## src/rtl/cpu_debug_monitor_if.sv

```systemverilog
// ---------------------------------------------------------------------------
// cpu_debug_monitor_if
// Bundle of the run-control and observation signals exchanged between the
// board-level debug controls and cpu_debug_monitor.
//   master : drives channel data/strobes and run/step/clear/display controls,
//            observes the clock enable, display, counters and done flag.
//   slave  : the monitor itself (mirror of master).
// Signals:
//   ch_data   NCH*DW  packed channel data, channel i at [i*DW +: DW]
//   ch_valid  NCH     per-channel event strobe
//   run_i, step_i, clear_i, auto_i, sel_i   run-control / display controls
//   cpu_en, disp_data, disp_ch, cycle_cnt, evt_cnt, done_o   observations
// ---------------------------------------------------------------------------
interface cpu_debug_monitor_if #(
  parameter int NCH = 4,
  parameter int DW  = 32,
  parameter int CW  = 32,
  parameter int EW  = 16
);
  localparam int SW = (NCH > 1) ? $clog2(NCH) : 1;

  logic [NCH*DW-1:0] ch_data;
  logic [NCH-1:0]    ch_valid;
  logic              run_i;
  logic              step_i;
  logic              clear_i;
  logic              auto_i;
  logic [SW-1:0]     sel_i;

  logic              cpu_en;
  logic [DW-1:0]     disp_data;
  logic [SW-1:0]     disp_ch;
  logic [CW-1:0]     cycle_cnt;
  logic [EW-1:0]     evt_cnt;
  logic              done_o;

  modport master (
    output ch_data, ch_valid, run_i, step_i, clear_i, auto_i, sel_i,
    input  cpu_en, disp_data, disp_ch, cycle_cnt, evt_cnt, done_o
  );

  modport slave (
    input  ch_data, ch_valid, run_i, step_i, clear_i, auto_i, sel_i,
    output cpu_en, disp_data, disp_ch, cycle_cnt, evt_cnt, done_o
  );
endinterface

```

## src/rtl/cpu_debug_monitor.sv

```systemverilog
// ---------------------------------------------------------------------------
// cpu_debug_monitor
// Run-control and observation block between the board top level and the
// MIPS core. Gates the CPU through cpu_en (run / pause / single-step /
// cycle-limit stop), picks one of NCH debug channels for the display
// (auto-priority or manual) and keeps saturating per-channel event counters.
//
// Ports:
//   clk_CPU   block clock
//   rst_CPU   asynchronous, active-high reset
//   dbg       cpu_debug_monitor_if.slave bundle (controls, channels, outputs)
//   brk_addr  (DBG_BREAK_EN only) breakpoint address compared to channel NCH-1
//   brk_hit   (DBG_BREAK_EN only) sticky breakpoint-hit flag
//
// Optional feature macro: DBG_BREAK_EN (adds the breakpoint on channel NCH-1).
// ---------------------------------------------------------------------------
module cpu_debug_monitor #(
  parameter int NCH         = 4,
  parameter int DW          = 32,
  parameter int CW          = 32,
  parameter int EW          = 16,
  parameter int CYCLE_LIMIT = 2048
) (
  input  logic                 clk_CPU,
  input  logic                 rst_CPU,
`ifdef DBG_BREAK_EN
  input  logic [DW-1:0]        brk_addr,
  output logic                 brk_hit,
`endif
  cpu_debug_monitor_if.slave   dbg
);

  localparam int            SW         = (NCH > 1) ? $clog2(NCH) : 1;
  localparam logic [SW-1:0] FALLBACK   = SW'(NCH - 1);
  localparam logic [CW-1:0] LIMIT_LAST = CW'(CYCLE_LIMIT - 1);
  localparam logic [EW-1:0] EVT_MAX    = {EW{1'b1}};

  typedef enum logic [1:0] {
    ST_IDLE = 2'd0,
    ST_RUN  = 2'd1,
    ST_STEP = 2'd2,
    ST_DONE = 2'd3
  } state_t;

  state_t        state_r;
  state_t        state_nxt_s;
  logic          cpu_en_s;
  logic          limit_last_s;
  logic [CW-1:0] cycle_cnt_r;
  logic [EW-1:0] evt_cnt_r [NCH];
  logic [SW-1:0] auto_idx_s;
  logic          manual_ok_s;
  logic [SW-1:0] sel_idx_s;
  logic [DW-1:0] sel_data_s;
  logic [DW-1:0] disp_data_r;
  logic [SW-1:0] disp_ch_r;

  assign cpu_en_s     = (state_r == ST_RUN) || (state_r == ST_STEP);
  // The enabled cycle that brings the count to CYCLE_LIMIT is the last one.
  assign limit_last_s = (CYCLE_LIMIT != 0) && (cycle_cnt_r == LIMIT_LAST);

`ifdef DBG_BREAK_EN
  logic after_idle_r;
  logic brk_match_s;
  logic brk_hit_r;

  // Break is ignored on the first RUN cycle after IDLE so a resume from the
  // breakpoint address does not immediately re-break.
  assign brk_match_s = (dbg.ch_data[(NCH-1)*DW +: DW] == brk_addr) && !after_idle_r;

  // Remember whether the previous cycle was IDLE.
  always_ff @(posedge clk_CPU or posedge rst_CPU) begin
    if (rst_CPU) begin
      after_idle_r <= 1'b0;
    end else begin
      after_idle_r <= (state_r == ST_IDLE);
    end
  end

  // Sticky breakpoint-hit flag; the limit stop has priority over the break.
  always_ff @(posedge clk_CPU or posedge rst_CPU) begin
    if (rst_CPU) begin
      brk_hit_r <= 1'b0;
    end else if (dbg.clear_i) begin
      brk_hit_r <= 1'b0;
    end else if ((state_r == ST_RUN) && brk_match_s && !limit_last_s) begin
      brk_hit_r <= 1'b1;
    end else begin
      brk_hit_r <= brk_hit_r;
    end
  end

  assign brk_hit = brk_hit_r;
`endif

  // Run-control state register.
  always_ff @(posedge clk_CPU or posedge rst_CPU) begin
    if (rst_CPU) begin
      state_r <= ST_IDLE;
    end else begin
      state_r <= state_nxt_s;
    end
  end

  // Next-state decode: clear > limit > break > run/step.
  always_comb begin
    state_nxt_s = state_r;
    if (dbg.clear_i) begin
      state_nxt_s = ST_IDLE;
    end else begin
      case (state_r)
        ST_IDLE: begin
          if (dbg.run_i) begin
            state_nxt_s = ST_RUN;
          end else if (dbg.step_i) begin
            state_nxt_s = ST_STEP;
          end else begin
            state_nxt_s = ST_IDLE;
          end
        end
        ST_RUN: begin
          if (limit_last_s) begin
            state_nxt_s = ST_DONE;
`ifdef DBG_BREAK_EN
          end else if (brk_match_s) begin
            state_nxt_s = ST_IDLE;
`endif
          end else if (!dbg.run_i) begin
            state_nxt_s = ST_IDLE;
          end else begin
            state_nxt_s = ST_RUN;
          end
        end
        ST_STEP: begin
          if (limit_last_s) begin
            state_nxt_s = ST_DONE;
          end else begin
            state_nxt_s = ST_IDLE;
          end
        end
        ST_DONE: state_nxt_s = ST_DONE;
        default: state_nxt_s = ST_IDLE;
      endcase
    end
  end

  // Enabled-cycle counter; wraps naturally when the limit is disabled.
  always_ff @(posedge clk_CPU or posedge rst_CPU) begin
    if (rst_CPU) begin
      cycle_cnt_r <= {CW{1'b0}};
    end else if (dbg.clear_i) begin
      cycle_cnt_r <= {CW{1'b0}};
    end else if (cpu_en_s) begin
      cycle_cnt_r <= cycle_cnt_r + CW'(1);
    end else begin
      cycle_cnt_r <= cycle_cnt_r;
    end
  end

  // Saturating per-channel event counters.
  always_ff @(posedge clk_CPU or posedge rst_CPU) begin
    if (rst_CPU) begin
      for (int i = 0; i < NCH; i++) begin
        evt_cnt_r[i] <= {EW{1'b0}};
      end
    end else begin
      for (int i = 0; i < NCH; i++) begin
        if (dbg.clear_i) begin
          evt_cnt_r[i] <= {EW{1'b0}};
        end else if (cpu_en_s && dbg.ch_valid[i] && (evt_cnt_r[i] != EVT_MAX)) begin
          evt_cnt_r[i] <= evt_cnt_r[i] + EW'(1);
        end else begin
          evt_cnt_r[i] <= evt_cnt_r[i];
        end
      end
    end
  end

  // Display channel selection. Auto: lowest active channel below the fallback,
  // scanned from the top so the lowest index wins. Manual: out-of-range
  // selects fall back to the PC channel.
  always_comb begin
    auto_idx_s = FALLBACK;
    for (int i = NCH - 2; i >= 0; i--) begin
      auto_idx_s = dbg.ch_valid[i] ? SW'(i) : auto_idx_s;
    end
    manual_ok_s = 1'b0;
    for (int i = 0; i < NCH; i++) begin
      manual_ok_s = manual_ok_s | (dbg.sel_i == SW'(i));
    end
    if (dbg.auto_i) begin
      sel_idx_s = auto_idx_s;
    end else if (manual_ok_s) begin
      sel_idx_s = dbg.sel_i;
    end else begin
      sel_idx_s = FALLBACK;
    end
    sel_data_s = {DW{1'b0}};
    for (int i = 0; i < NCH; i++) begin
      sel_data_s = (sel_idx_s == SW'(i)) ? dbg.ch_data[i*DW +: DW] : sel_data_s;
    end
  end

  // Display registers follow executed cycles only, freezing while paused.
  always_ff @(posedge clk_CPU or posedge rst_CPU) begin
    if (rst_CPU) begin
      disp_data_r <= {DW{1'b0}};
      disp_ch_r   <= {SW{1'b0}};
    end else if (cpu_en_s) begin
      disp_data_r <= sel_data_s;
      disp_ch_r   <= sel_idx_s;
    end else begin
      disp_data_r <= disp_data_r;
      disp_ch_r   <= disp_ch_r;
    end
  end

  assign dbg.cpu_en    = cpu_en_s;
  assign dbg.done_o    = (state_r == ST_DONE);
  assign dbg.cycle_cnt = cycle_cnt_r;
  assign dbg.disp_data = disp_data_r;
  assign dbg.disp_ch   = disp_ch_r;
  assign dbg.evt_cnt   = evt_cnt_r[disp_ch_r];

endmodule
```

## src/flat_wrapper.sv

```systemverilog
// flat-port wrapper written by rule: the top's interface ports become plain ports
module cpu_debug_monitor_flat 
#(
  parameter int NCH         = 4,
  parameter int DW          = 32,
  parameter int CW          = 32,
  parameter int EW          = 16,
  parameter int CYCLE_LIMIT = 2048
)
  (clk_CPU, rst_CPU, dbg_ch_data, dbg_ch_valid, dbg_run_i, dbg_step_i, dbg_clear_i, dbg_auto_i, dbg_sel_i, dbg_cpu_en, dbg_disp_data, dbg_disp_ch, dbg_cycle_cnt, dbg_evt_cnt, dbg_done_o);
  cpu_debug_monitor_if #(.NCH(NCH), .DW(DW), .CW(CW), .EW(EW)) dbg_i ();
  input  logic clk_CPU;
  input  logic rst_CPU;
  input wire logic [$bits(dbg_i.ch_data)-1:0] dbg_ch_data;
  input wire logic [$bits(dbg_i.ch_valid)-1:0] dbg_ch_valid;
  input wire logic [$bits(dbg_i.run_i)-1:0] dbg_run_i;
  input wire logic [$bits(dbg_i.step_i)-1:0] dbg_step_i;
  input wire logic [$bits(dbg_i.clear_i)-1:0] dbg_clear_i;
  input wire logic [$bits(dbg_i.auto_i)-1:0] dbg_auto_i;
  input wire logic [$bits(dbg_i.sel_i)-1:0] dbg_sel_i;
  output wire logic [$bits(dbg_i.cpu_en)-1:0] dbg_cpu_en;
  output wire logic [$bits(dbg_i.disp_data)-1:0] dbg_disp_data;
  output wire logic [$bits(dbg_i.disp_ch)-1:0] dbg_disp_ch;
  output wire logic [$bits(dbg_i.cycle_cnt)-1:0] dbg_cycle_cnt;
  output wire logic [$bits(dbg_i.evt_cnt)-1:0] dbg_evt_cnt;
  output wire logic [$bits(dbg_i.done_o)-1:0] dbg_done_o;
  assign dbg_i.ch_data = dbg_ch_data;
  assign dbg_i.ch_valid = dbg_ch_valid;
  assign dbg_i.run_i = dbg_run_i;
  assign dbg_i.step_i = dbg_step_i;
  assign dbg_i.clear_i = dbg_clear_i;
  assign dbg_i.auto_i = dbg_auto_i;
  assign dbg_i.sel_i = dbg_sel_i;
  assign dbg_cpu_en = dbg_i.cpu_en;
  assign dbg_disp_data = dbg_i.disp_data;
  assign dbg_disp_ch = dbg_i.disp_ch;
  assign dbg_cycle_cnt = dbg_i.cycle_cnt;
  assign dbg_evt_cnt = dbg_i.evt_cnt;
  assign dbg_done_o = dbg_i.done_o;
  cpu_debug_monitor #(.NCH(NCH), .DW(DW), .CW(CW), .EW(EW), .CYCLE_LIMIT(CYCLE_LIMIT)) u_core (.clk_CPU(clk_CPU), .rst_CPU(rst_CPU), .dbg(dbg_i));
endmodule
```

## config.mk

```make
export PLATFORM = sky130hd
export DESIGN_NAME = cpu_debug_monitor_flat
export DESIGN_NICKNAME = d
export VERILOG_FILES = /design/src/rtl/cpu_debug_monitor_if.sv /design/src/rtl/cpu_debug_monitor.sv /design/src/flat_wrapper.sv
export SDC_FILE = /design/constraint.sdc
export NUM_CORES = 1
export LEC_CHECK = 0
export BUFFER_PORTS_ARGS = -buffer_cell sky130_fd_sc_hd__buf_2
export CAP_MARGIN = 10
export CORE_MARGIN = 2
export CORE_UTILIZATION = 51
export CTS_BUF_LIST = sky130_fd_sc_hd__clkbuf_2 sky130_fd_sc_hd__clkbuf_4 sky130_fd_sc_hd__clkbuf_8
export DETAILED_ROUTE_END_ITERATION = 8
export GPL_ROUTABILITY_DRIVEN = 1
export GPL_TIMING_DRIVEN = 1
export PLACE_DENSITY = 0.79
export SYNTH_ARGS = -nofsm -noshare
export SYNTH_HDL_FRONTEND = slang
export SYNTH_SLANG_ARGS = --single-unit
```

## constraint.sdc

```tcl
create_clock -name clk_CPU -period 11.2 [get_ports clk_CPU]
set_input_delay 2.8 -clock clk_CPU [delete_from_list [all_inputs] [get_ports clk_CPU]]
set_output_delay 2.8 -clock clk_CPU [all_outputs]
set_load 0.1 [all_outputs]
```

* Yosys cells after proc, flatten, opt, wreduce, memory -nomap -nowiden *
Index checks and enable logic that the tools add are counted.

storage, ports and cells
  logic and storage cells = 78
  input bits = 140
  output and inout port bits = 84
  register bits = 132

operators by class
  reduce and logical (&&, ||, !) cells = 17
  bitwise gates (word level) = 4
  $lt $le $gt $ge = 1
  multiplexer cells = 29
  add/subtract/negate cells = 5
  equality and inequality tests = 14

operators by type and width
  operator                                                   number
  2-to-1 mux 32 bit                                          6
  2-to-1 mux 16 bit                                          10
  adder 16 x 1 -> 16 bit (second input constant)             4
  != test 16 bit (second input constant)                     4
  adder 32 x 1 -> 32 bit (second input constant)             1
  binary-select mux 16 bit (select 2 bit)                    1
  equality test 32 x 11 -> 1 bit (second input constant)     1
  2-to-1 mux 2 bit                                           9
  equality test 2 bit (second input constant)                6
  nonzero test 2 bit                                         5
  logical AND 1 bit                                          8
  one-hot mux 2 bit (4 select lines)                         1
  equality test 2 x 1 -> 1 bit (second input constant)       3
  zero test 2 bit                                            3
  greater-or-equal comparator 3 bit (second input constant)  1
  inverter 2 -> 3 bit                                        1
  OR 1 bit                                                   3
  2-to-1 mux 1 bit                                           2
  logical OR 1 bit                                           1

* Logic depth before layout (Yosys ltp) *
Gate-level depths: netlist (run 1).

  word-level depth = 11
  gate-level depth with buffers = 9
  gate-level depth less buffers = 7

* Least setup slack after synthesis (run 1) *
Ideal clock, no wire load.

  kind = register -> output
  start = register u_core.disp_ch_r[0], in the netlist u_core.dbg.disp_ch[0]
  end = output dbg_evt_cnt[10]
  data required time = 8.400 ns
  arrival = 2.552 ns
  cell stages (with the launch flop) = 4
  buffers on the path = 2
  path slack = 5.848 ns
  cells stage by stage = dfrtp_1 > clkbuf_1 > buf_2 > mux4_2

on the way
  longest elaborated chain between the ends = 4

RTL lines
  element                                                RTL line                  text
  start, declared                                        cpu_debug_monitor.sv:56   logic [SW-1:0] disp_ch_r;
  start signal, assigned                                 cpu_debug_monitor.sv:208  disp_ch_r <= {SW{1'b0}};
  start signal, assigned                                 cpu_debug_monitor.sv:211  disp_ch_r <= sel_idx_s;
  start signal, assigned                                 cpu_debug_monitor.sv:214  disp_ch_r <= disp_ch_r;
  inverter 2 -> 3 bit (implied by the code)              cpu_debug_monitor.sv:223  assign dbg.evt_cnt = evt_cnt_r[disp_ch_r];
  binary-select mux 16 bit (select 2 bit)                cpu_debug_monitor.sv:223
  2-to-1 mux 16 bit (implied by the code) (2 in series)  cpu_debug_monitor.sv:223
  end, declared                                          flat_wrapper.sv:25        output wire logic [$bits(dbg_i.evt_cnt)-1:0] dbg_evt_cnt;

Every way passes these cells. The select of a mux whose other input is x is not followed.

* Worst setup path after layout (run 1) *
  start = register u_core.disp_ch_r[0], in the netlist u_core.dbg.disp_ch[0]
  end = output dbg_evt_cnt[3]

The elaborated chain is that of the path after synthesis.

==> results.txt, run 1 <==
The run finished with clean final reports. A synthesized cell averages 9.11 µm². For the final clock skew, the log shows 0.0129 ns. The final HPWL from detailed placement was 16500 µm. The overall global routing resource usage was 0.291. The critical path goes through mux4_2, buf_2.

Among all cell types in the netlist, the one instantiated most often is dfrtp_1. In the final design database the tool counted 1197 nets. The number of max-slew violations in the final report is 0, and the initial core utilization is 0.527.

The pin count of the biggest net entering global routing came out at 102. The post-synth net total was 996; the maximum clock path buffer count was 2. The final cell utilization of the core came out at 0.647. The detailed router finished its first iteration with 565 violations. Of all nets on the critical path, the largest fanout is 18. The die is 127 µm tall.

The sink count of the clock tree came out at 132. For the final routed database, the setup TNS stands at 0 ns. After synthesis the netlist holds a flip-flop and latch count of 132. Summing over every cut layer, the via total after detailed routing is 7452. The minimum clock period works out to 5.18 ns.

Dividing the detail-routed wire length by the instance count gives 18.5 µm. The run gives 4.39 nW as the static leakage. Data on the critical path arrives at its endpoint at 2.38 ns.

After synthesis, the netlist uses 51 different library cells. The via count of the first global-routing pass was 7189; the critical path required time was 8.40 ns. The clock transition at the register clock pins on the worst setup and hold paths after CTS is 0.07 ns. The count of TritonRoute iterations in the first routing pass is 5.

The number of hold buffers added after CTS was 0. The floorplan die width was 127 µm; the final weighted congestion of routability-driven global placement was 0.899. The transition time at the pin with the least slew margin is 1.09 ns, and the gate count of the mapped netlist is 847. In this run the cell area of the synthesized design comes to 0.00772 mm². Setup repair after global routing left no endpoint under its margin.

The residual overflow from global routing is 0, and the count of unresolved DRC violations after routing is 0. On the critical path, the stage with the largest delay is an instance of dfrtp_1. Input and output buffers added on the ports amount to 223. Max-cap violations in this run came to 0. CTS built an H-tree with a depth of 4.

224 I/O pins were placed. The delay of the slowest cell on the worst path was 1.03 ns; the clock latency on the worst-skew pair was 0.44 ns. Post-cts sizing count: 0.

The tools report the maximum operating frequency as 0.193 GHz. The via-per-instance ratio came out at 5.98. The top cell type's share of synthesized area is 0.428, and the total CTS buffers is 17.

The detail route stage leaves a number of antenna-violating nets equal to 0. The initial antenna violation count was 2; the post-CTS setup buffer count was 0. The clock tree root driver cell was clkbuf_8. Ranked by total cell area, the synthesized netlist is headed by dfrtp_1 43%, nor2_1 5.2%, xor2_1 5.0%. Wires add up to 23100 µm. The tools report the startpoint class of the critical path as a flop. TritonCTS built the clock tree. The largest total area in the synthesized netlist belongs to dfrtp_1. Worst slew margin relative to its limit: 0.267. In this run the worst hold path is classified as flop to flop.

The final critical-path share of the clock period came out at 0.463. From synthesis to final layout, the design area changed by 22.7%. The initialized floorplan defines 44 standard-cell rows.

The share of final-layout standard cells stronger than drive strength 1 was 0.286. STA classifies the critical path endpoint as an output pin. For the total of endpoints with negative setup slack in the final report, the log shows 0. After layout, the design draws a total of 1.56 mW. The fraction of registers with async set/reset was 1.00; the first-pass GRT wire length was 37000 µm. The worst setup path is of the flop to output pin kind.

The tools report the worst IR drop on VDD as 0.000213 V. Hold violation count in the final report: 0. By count the netlist is led by 132 x dfrtp_1, 107 x nor2_1, 79 x nand2_1, 44 x xor2_1. Core region area: 0.0146 mm². The die covers 0.0161 mm².

During synthesis, Yosys emitted a total of 0 warnings. The run gives 0.428 as the sequential fraction of the synthesis area. Among all flip-flop cells after synthesis, the most frequent one is dfrtp_1. The synthesized design contains 0 enable-type register cells. Power density over the cells: 165 mW/mm².
## path summary, 6_finish.rpt
check	start	endpoint	slack, ns	cells after the start
setup / recovery	u_core.dbg.disp_ch[0]$_DFFE_PP0N_	dbg_evt_cnt[3]	6.02	2
hold / removal	u_core.dbg.disp_data[24]$_DFFE_PP0N_	u_core.dbg.disp_data[24]$_DFFE_PP0N_	0.53	2
setup reg to reg	u_core.state_r[1]$_DFF_PP0_	u_core.evt_cnt_r[63]$_DFFE_PP0P_	8.29	7
hold reg to reg	u_core.dbg.disp_data[24]$_DFFE_PP0N_	u_core.dbg.disp_data[24]$_DFFE_PP0N_	0.53	2
max in group asynchronous	rst_CPU	u_core.evt_cnt_r[3]$_DFFE_PP0P_	7.43	3
min in group asynchronous	rst_CPU	u_core.dbg.disp_data[21]$_DFFE_PP0N_	2.42	2
## critical path: cells and delay by family, from the launching register on
kind	cells	cell delay, ns
muxes	1	0.61
buffers and inverters	1	0.31
DFF	1	1.03
## registers in the layout, indices dropped and copies added, names as in the netlist
register,count
u_core.dbg.cycle_cnt,32
u_core.dbg.disp_ch,2
u_core.dbg.disp_data,32
u_core.evt_cnt_r,64
u_core.state_r,2
## routing by layer
layer	up-vias	share of wire	global-route usage
li1	3467	-	-
met1	3600	0.40	0.367
met2	336	0.51	0.497
met3	49	0.071	0.0653
met4	0	0.029	0.102
met5	-	0	0
## layout by cell type, fill, tap and decap left out, types with 6 or more instances in the layout
cell         n
xor2_1      44
xnor2_1     31
buf_2      223
or3_1        8
o221ai_1    25
and3_1      36
o22ai_1     30
clkbuf_8    19
nor2_1     107
nand3_1     34
and4_1       9
ha_1         8
buf_4        7
dfrtp_1    132
a21oi_1     14
nand2_1     79
inv_1       42
o21ai_0     26
nor3_1      25
nor4_1      15
o211ai_1     6
mux2i_1      6
mux4_2      16
bufinv_16    6
nand4_1     43
## where the power goes
| group | internal (mW) | switching [mW] | total [mW] |
|---|---|---|---|
| Combinational | 0.102 | 0.408 | 0.511 |
| Clock | 0.299 | 0.193 | 0.493 |
| Sequential | 0.517 | 0.0421 | 0.559 |
| Total | 0.918 | 0.644 | 1.56 |
## stage by stage
| stage | cell area (µm²) | hold slack [ns] | cells | worst slack (ns) |
|---|---|---|---|---|
| 3_5_place_dp | 8980 | 0.516 | 1213 | 6.40 |
| 6_report | 9470 | 0.525 | 1246 | 6.02 |
| 5_1_grt | 9470 | 0.550 | 1246 | 5.80 |
| 4_1_cts | 9470 | 0.528 | 1245 | 5.92 |
| 2_1_floorplan | 7720 | 0.514 | 847 | 4.87 |
| 3_3_place_gp | 8980 | 0.513 | 1213 | 6.47 |
## logic make-up (layout without fill, tap and decap cells)
family	Yosys count	in the layout	synth area share
AND/OR/NAND/NOR	382	382	0.248
other	0	1	0
adder cells (fa/ha/maj)	9	9	0.0146
XOR/XNOR	75	75	0.0851
flip-flops	132	132	0.428
AO/OA/AOI/OAI	128	128	0.113
multiplexers	30	30	0.0660
buffers and inverters	91	305	0.0451
## area by class of cell
class | instances | area, µm²
inverters | 43 | 166
repair buffers | 230 | 1170
flip-flops and latches | 132 | 3300
clock inverters | 13 | 229
diodes | 1 | 2.50
well taps | 184 | 230
fillers | 1291 | 5170
clock buffers | 19 | 262
multi-input cells | 624 | 4110
(Power assumes the default switching activity.)
==> inputs of run 2 (changes only) <==
==> constraint.sdc (replaced) <==
create_clock -name clk_CPU -period 5.4 [get_ports clk_CPU]
set_input_delay 1.35 -clock clk_CPU [delete_from_list [all_inputs] [get_ports clk_CPU]]
set_output_delay 1.35 -clock clk_CPU [all_outputs]
set_load 0.1 [all_outputs]
==> results.txt, run 2 (synthesized netlist as in run 1, its figures left out) <==
The run gives 0.637 as the final cell utilization of the core. The power density over the cells is 317 mW/mm², and the worst slew margin relative to its limit is 0.273. The tools report the fraction of power consumed by sequential logic as 0.393.

The via count of the first global-routing pass was 7019. The signed area change from the synthesized netlist to the final layout is 20.8%. For this run, design rule violations remaining after detail routing come to 0. Worst min-delay path class: flop to flop. The count of TritonRoute iterations in the first routing pass was 5. For the worst-skew pair, the clock arrives at the later sink with an insertion delay of 0.45 ns.

The final layout contains 1198 nets. From left edge to right edge, the die measures 127 µm. The transition time at the pin with the least slew margin works out to 1.09 ns.

The run gives 0 ns as the final-layout setup total negative slack. TritonCTS created 17 clock buffers. Setup violations remaining at the end of the flow were counted as 0.

The worst path meets setup with 1.61 ns of slack. In this run the tool buffered the top-level ports with 223 buffer cells. Of all nets on the critical path, the largest fanout is 18. Based on the critical path, the design can be clocked at up to 0.264 GHz.

The via-per-instance ratio is 6.03. The tools report the residual overflow from global routing as 0. The floorplan step defined a die boundary enclosing 0.0161 mm².

Wires add up to 23100 µm. The first global-routing pass estimated 36100 µm of wire. The launch point of the critical path was u_core.dbg.disp_ch[0]$_DFFE_PP0N_.

In the final routed layout, each cell accounts on average for 18.6 µm. Most common library cell in the layout ignoring fill and taps: buf_2. The number of hold buffers added after CTS was 0. Pin count of the biggest net entering global routing: 98. The switching fraction of total power works out to 0.441. Clock tree root driver cell: clkbuf_8.

Top register by number of flip-flops: u_core.evt_cnt_r. The register with the most flip-flops in the layout has 64 of them. The capturing element type of the critical path was an output pin. Summed over all nets, the half-perimeter wirelength after detailed placement is 16600 µm. The logs give 0 for the number of max-slew violations in the final report and 1244 for the final non-filler cell total. The logs give 0.250 for the clock network fraction of total power and 0 for the number of maximum-capacitance constraint violations. Setup repair after global routing left no endpoint under its margin.

TritonCTS built the clock tree. The initial core utilization is 0.527, and the count of antenna-violating nets left after detailed routing is 0. Hold is met by 0.524 ns. The number of gates resized after CTS was 0. The hold violation count in the final report is 0, and the part of the total power dissipated in combinational logic is 0.358. In this run the power spent charging and discharging nets is 1.30 mW. Routability-driven placement finished with a final weighted congestion of 0.926.

The detailed-route via count came out at 7505. The flow ran to the end, and the final reports show no timing, DRC or antenna violations. Subtracting the final worst setup slack from the clock period gives 3.79 ns.

No sink is reached through more buffers than the 2 on the longest clock path. The final critical-path share of the clock period works out to 0.702. Data on the critical path arrives at its endpoint at 2.44 ns. Instance count after placement with tap cells included: 1214. The internal power was 1.65 mW; the overall global routing resource usage was 0.284. The run gives 44 as the number of cell rows.

VDD sags by at most 0.000483 V. Clock skew on the completed layout was measured at 0.0101 ns. The core region area was 0.0146 mm². The startpoint identified for the worst hold timing path is u_core.dbg.disp_data[24]$_DFFE_PP0N_.

The tools report the H-tree depth reported by CTS as 4. The die boundary height came out at 127 µm. Share of final-layout standard cells stronger than drive strength 1: 0.284. In the layout the commonest cells are 223 x buf_2, 132 x dfrtp_1, 107 x nor2_1, 79 x nand2_1, 44 x xor2_1. The worst register-to-register path begins at u_core.state_r[1]$_DFF_PP0_.

The post-CTS setup buffer count was 0; the sink count of the clock tree was 132. The static leakage was 4.33 nW. The critical path start-end classification was flop to output pin.

The first routing iteration left 663 violations. STA classifies the critical path startpoint as a flop. OpenSTA, run right after detailed placement, puts the worst setup slack at 2.05 ns. Data on the critical path is required at its endpoint by 4.05 ns. Clock-pin slew was measured on the worst setup and hold paths at 0.07 ns.

Number of placed I/O pins: 224. The initial antenna violation count came out at 2.
==> run 2: cell count changes in the layout (fill, tap and decap cells not counted), sizes merged <==
cell,before,now
diode,1,2
bufinv,6,0
buf,230,231
clkbuf,19,23
clkinv,6,4
==> run 2: routing by layer <==
layer / GRT usage / vias up / wire, µm
met2: 0.476 / 353 / 11600
li1: - / 3464 / -
met5: 0 / - / 0
met4: 0.105 / 0 / 503
met3: 0.0565 / 39 / 1600
met1: 0.370 / 3649 / 9390
==> run 2: final cells by class <==
type / count / area [µm²]
Antenna cell: 2 / 5.00
Fill cell: 1265 / 5320
Timing Repair Buffer: 231 / 1180
Inverter: 43 / 166
Sequential cell: 132 / 3300
Clock inverter: 5 / 27.5
Tap cell: 184 / 230
Multi-Input combinational cell: 624 / 4110
Clock buffer: 23 / 310
==> run 2: critical path: stages (launching register included) <==
cell and delay (ns):
dfrtp_1 1.06, mux4_2 0.62, buf_2 0.31
==> run 2: final timing paths <==
path | to | slack [ns] | cells past startpoint
min reg2reg | u_core.dbg.disp_data[24]$_DFFE_PP0N_ | 0.52 | 2
min in group asynchronous | u_core.dbg.cycle_cnt[9]$_DFFE_PP0P_ | 1.10 | 2
min | u_core.dbg.disp_data[24]$_DFFE_PP0N_ | 0.52 | 2
max in group asynchronous | u_core.evt_cnt_r[41]$_DFFE_PP0P_ | 3.30 | 3
max reg2reg | u_core.evt_cnt_r[63]$_DFFE_PP0P_ | 2.41 | 8
max | dbg_evt_cnt[15] | 1.61 | 2
==> run 2: power groups by stage <==
| stage | Combinational (mW) | Clock (mW) | Sequential (mW) |
|---|---|---|---|
| final | 1.06 | 0.738 | 1.16 |
| after global routing | 1.10 | 0.793 | 1.18 |
| after CTS | 1.06 | 0.750 | 1.16 |
| after detailed placement | 1.06 | 0 | 1.18 |
| after global placement | 1.05 | 0 | 1.18 |
| after floorplan | 0.270 | 0 | 1.74 |
==> run 2: metrics by stage <==
step                instance area [µm²]  total power [mW]
detailed placement                 8980              2.24
CTS                                9320              2.97
global placement                   8980              2.23
finish                             9330              2.96
global route                       9330              3.07
floorplan                          7720              2.01
==> inputs of run 3 (changes only) <==
==> constraint.sdc (replaced) <==
create_clock -name clk_CPU -period 3.69 [get_ports clk_CPU]
set_input_delay 0.9225 -clock clk_CPU [delete_from_list [all_inputs] [get_ports clk_CPU]]
set_output_delay 0.9225 -clock clk_CPU [all_outputs]
set_load 0.1 [all_outputs]
==> results.txt, run 3 (synthesized netlist as in run 1, its figures left out) <==
Critical path required time: 2.77 ns. Setup repair after global routing left no endpoint under its margin. The number of placed I/O pins was 224; the signed area change from the synthesized netlist to the final layout was 22.7%.

Between clock sinks in the finished design, the worst skew comes to 0.0169 ns. The via-per-instance ratio works out to 5.96. The transition time at the pin with the least slew margin is 1.10 ns, and the final critical-path share of the clock period is 0.824. For the die footprint, the log shows 0.0161 mm².

After floorplanning, the core was divided into 44 placement rows. The clock transition at the register clock pins on the worst setup and hold paths after CTS was 0.07 ns. The run gives 4 as the initial antenna violation count. The final-layout setup total negative slack came out at 0 ns.

The share of final-layout standard cells stronger than drive strength 1 is 0.290. Entering global routing, the biggest net connects 54 pins. Detailed-route via count: 7482. The total overflow left after global routing is 0. The count of antenna-violating nets left after detailed routing was 0. The worst setup path is captured at an output pin.

On the final layout, the worst hold slack is 0.525 ns. In the final routed layout, each cell accounts on average for 18.2 µm. For the final weighted congestion of routability-driven global placement, the log shows 0.934.

For this run, design rule violations remaining after detail routing come to 0. The cell area after placement is 0.00906 mm², and the number of max-slew violations in the final report is 0. Walking the worst path, the cells encountered are mux4_2, buf_2.

The first detailed-routing pass ran for 7 iterations. Hold violation count in the final report: 0. The critical path is of the flop to output pin type. In this run the power density over the cells is 473 mW/mm². Setup violations remaining at the end of the flow were counted as 0. The number of setup buffers added after CTS is 0. Counting I/O delays and the setup requirement, the final critical path takes 3.04 ns.

Counting flops per register, the top entry is u_core.evt_cnt_r. For the worst IR drop on VDD, the log shows 0.000539 V. The most common library cell in the layout ignoring fill and taps is buf_2. Excluding fillers, the count of instances in the completed layout stands at 1256. The logs give 36500 µm for the first-pass GRT wire length and 22900 µm for the sum of routed wire length over all layers. Buffers inserted to repair hold after CTS numbered 0. The worst min-delay path class was flop to flop.

Static timing analysis puts the maximum clock frequency at 0.329 GHz. During placement, the flow inserted port buffers numbering 223. The detailed router finished its first iteration with 533 violations.

The number of flip-flops in the largest register was 64. Max-cap violations in this run came to 0. The logs give 0.265 for the worst slew margin relative to its limit and 1205 for the net count reported at finish. The run gives 0.287 as the overall global routing resource usage. The total area inside the core boundary comes to 0.0146 mm².

The buffer and inverter count on the worst path works out to 1. The run finished with clean final reports. TritonCTS built the clock tree.

The clock latency on the worst-skew pair is 0.44 ns. The total CTS buffers was 17. In the layout the commonest cells are 223 x buf_2, 132 x dfrtp_1, 107 x nor2_1, 79 x nand2_1, 44 x xor2_1. The die is 127 µm tall.

The largest driver fanout on the critical path was 18. In this design, the stage delay of the slowest critical-path cell is 0.88 ns. The clock passes through at most 2 buffers.

The logs give 0.00947 mm² for the cell area after layout and 4 for the H-tree depth reported by CTS. The final cell utilization of the core is 0.647. The startpoint class of the critical path was a flop.

The floorplan die width came out at 127 µm. The post-cts sizing count was 0; the worst path arrival time was 2.12 ns. Sink count of the clock tree: 132.

The critical path's slowest cell was dfrtp_1. After detailed placement, the design holds a cell count of 1221. The static leakage was 4.40 nW. For the initial core utilization, the log shows 0.527. After legalization and detailed placement, the total HPWL measured 16700 µm. The layout has 1250 filler cells. The via count of the first global-routing pass was 7099.

The tools report the clock tree root driver cell as clkbuf_8. Kind of cell with the highest combined delay on the critical path: flip-flops.
[run 3: cell count changes in the layout (fill, tap and decap cells not counted), sizes merged]
cell | previous run | this run
buf | 231 | 238
bufinv | 0 | 1
clkbuf | 23 | 28
clkinv | 4 | 2
diode | 2 | 4
inv | 43 | 42
[run 3: area by class of cell]
| type | instances | area, µm² | share of cell area |
|---|---|---|---|
| Clock inverter | 3 | 40.0 | 0.00423 |
| Sequential cell | 132 | 3300 | 0.349 |
| Tap cell | 184 | 230 | 0.0243 |
| Timing Repair Buffer | 238 | 1250 | 0.132 |
| Clock buffer | 28 | 360 | 0.0380 |
| Inverter | 43 | 165 | 0.0174 |
| Multi-Input combinational cell | 624 | 4110 | 0.434 |
| Antenna cell | 4 | 10.0 | 0.00106 |
[run 3: path summary, 6_finish.rpt]
| kind | start | depth (start not counted) | to | slack [ns] |
|---|---|---|---|---|
| worst max register to register | u_core.state_r[0]$_DFF_PP0_ | 8 | u_core.dbg.cycle_cnt[16]$_DFFE_PP0P_ | 1.00 |
| worst max-delay path | u_core.dbg.disp_ch[1]$_DFFE_PP0N_ | 2 | dbg_evt_cnt[7] | 0.65 |
| min in group asynchronous | rst_CPU | 2 | u_core.dbg.cycle_cnt[8]$_DFFE_PP0P_ | 0.68 |
| worst min register to register | u_core.dbg.disp_data[8]$_DFFE_PP0N_ | 2 | u_core.dbg.disp_data[8]$_DFFE_PP0N_ | 0.52 |
| worst min-delay path | u_core.dbg.disp_data[8]$_DFFE_PP0N_ | 2 | u_core.dbg.disp_data[8]$_DFFE_PP0N_ | 0.52 |
| max in group asynchronous | rst_CPU | 3 | u_core.evt_cnt_r[41]$_DFFE_PP0P_ | 2.20 |
[run 3: metal layers]
metal,GRT usage,up-vias,part of all wire
met5,0,-,0
met3,0.0603,48,0.072
met2,0.474,372,0.49
li1,-,3496,-
met1,0.366,3566,0.40
met4,0.128,0,0.032
[run 3: worst register-to-register path: cells and delay by family, from the launching register on]
kind          cells  cell delay [ns]
fa+ha+maj         1             0.59
buf+inv           2             0.65
xor+xnor          1             0.19
simple gates      4             0.76
flops             1             0.39
[run 3: power breakdown]
| part | leakage [nW] | switching (mW) | internal [mW] |
|---|---|---|---|
| Combinational | 2.41 | 1.27 | 0.322 |
| Clock | 0.213 | 0.531 | 0.684 |
| Sequential | 1.78 | 0.0996 | 1.57 |
[run 3: per-stage QoR]
stage / worst slack [ns] / power, mW
finish: 0.650 / 4.48
global placement: 0.984 / 3.28
detailed placement: 0.918 / 3.29
floorplan: 0.215 / 2.94
CTS: 0.628 / 4.50
global route: 0.565 / 4.65
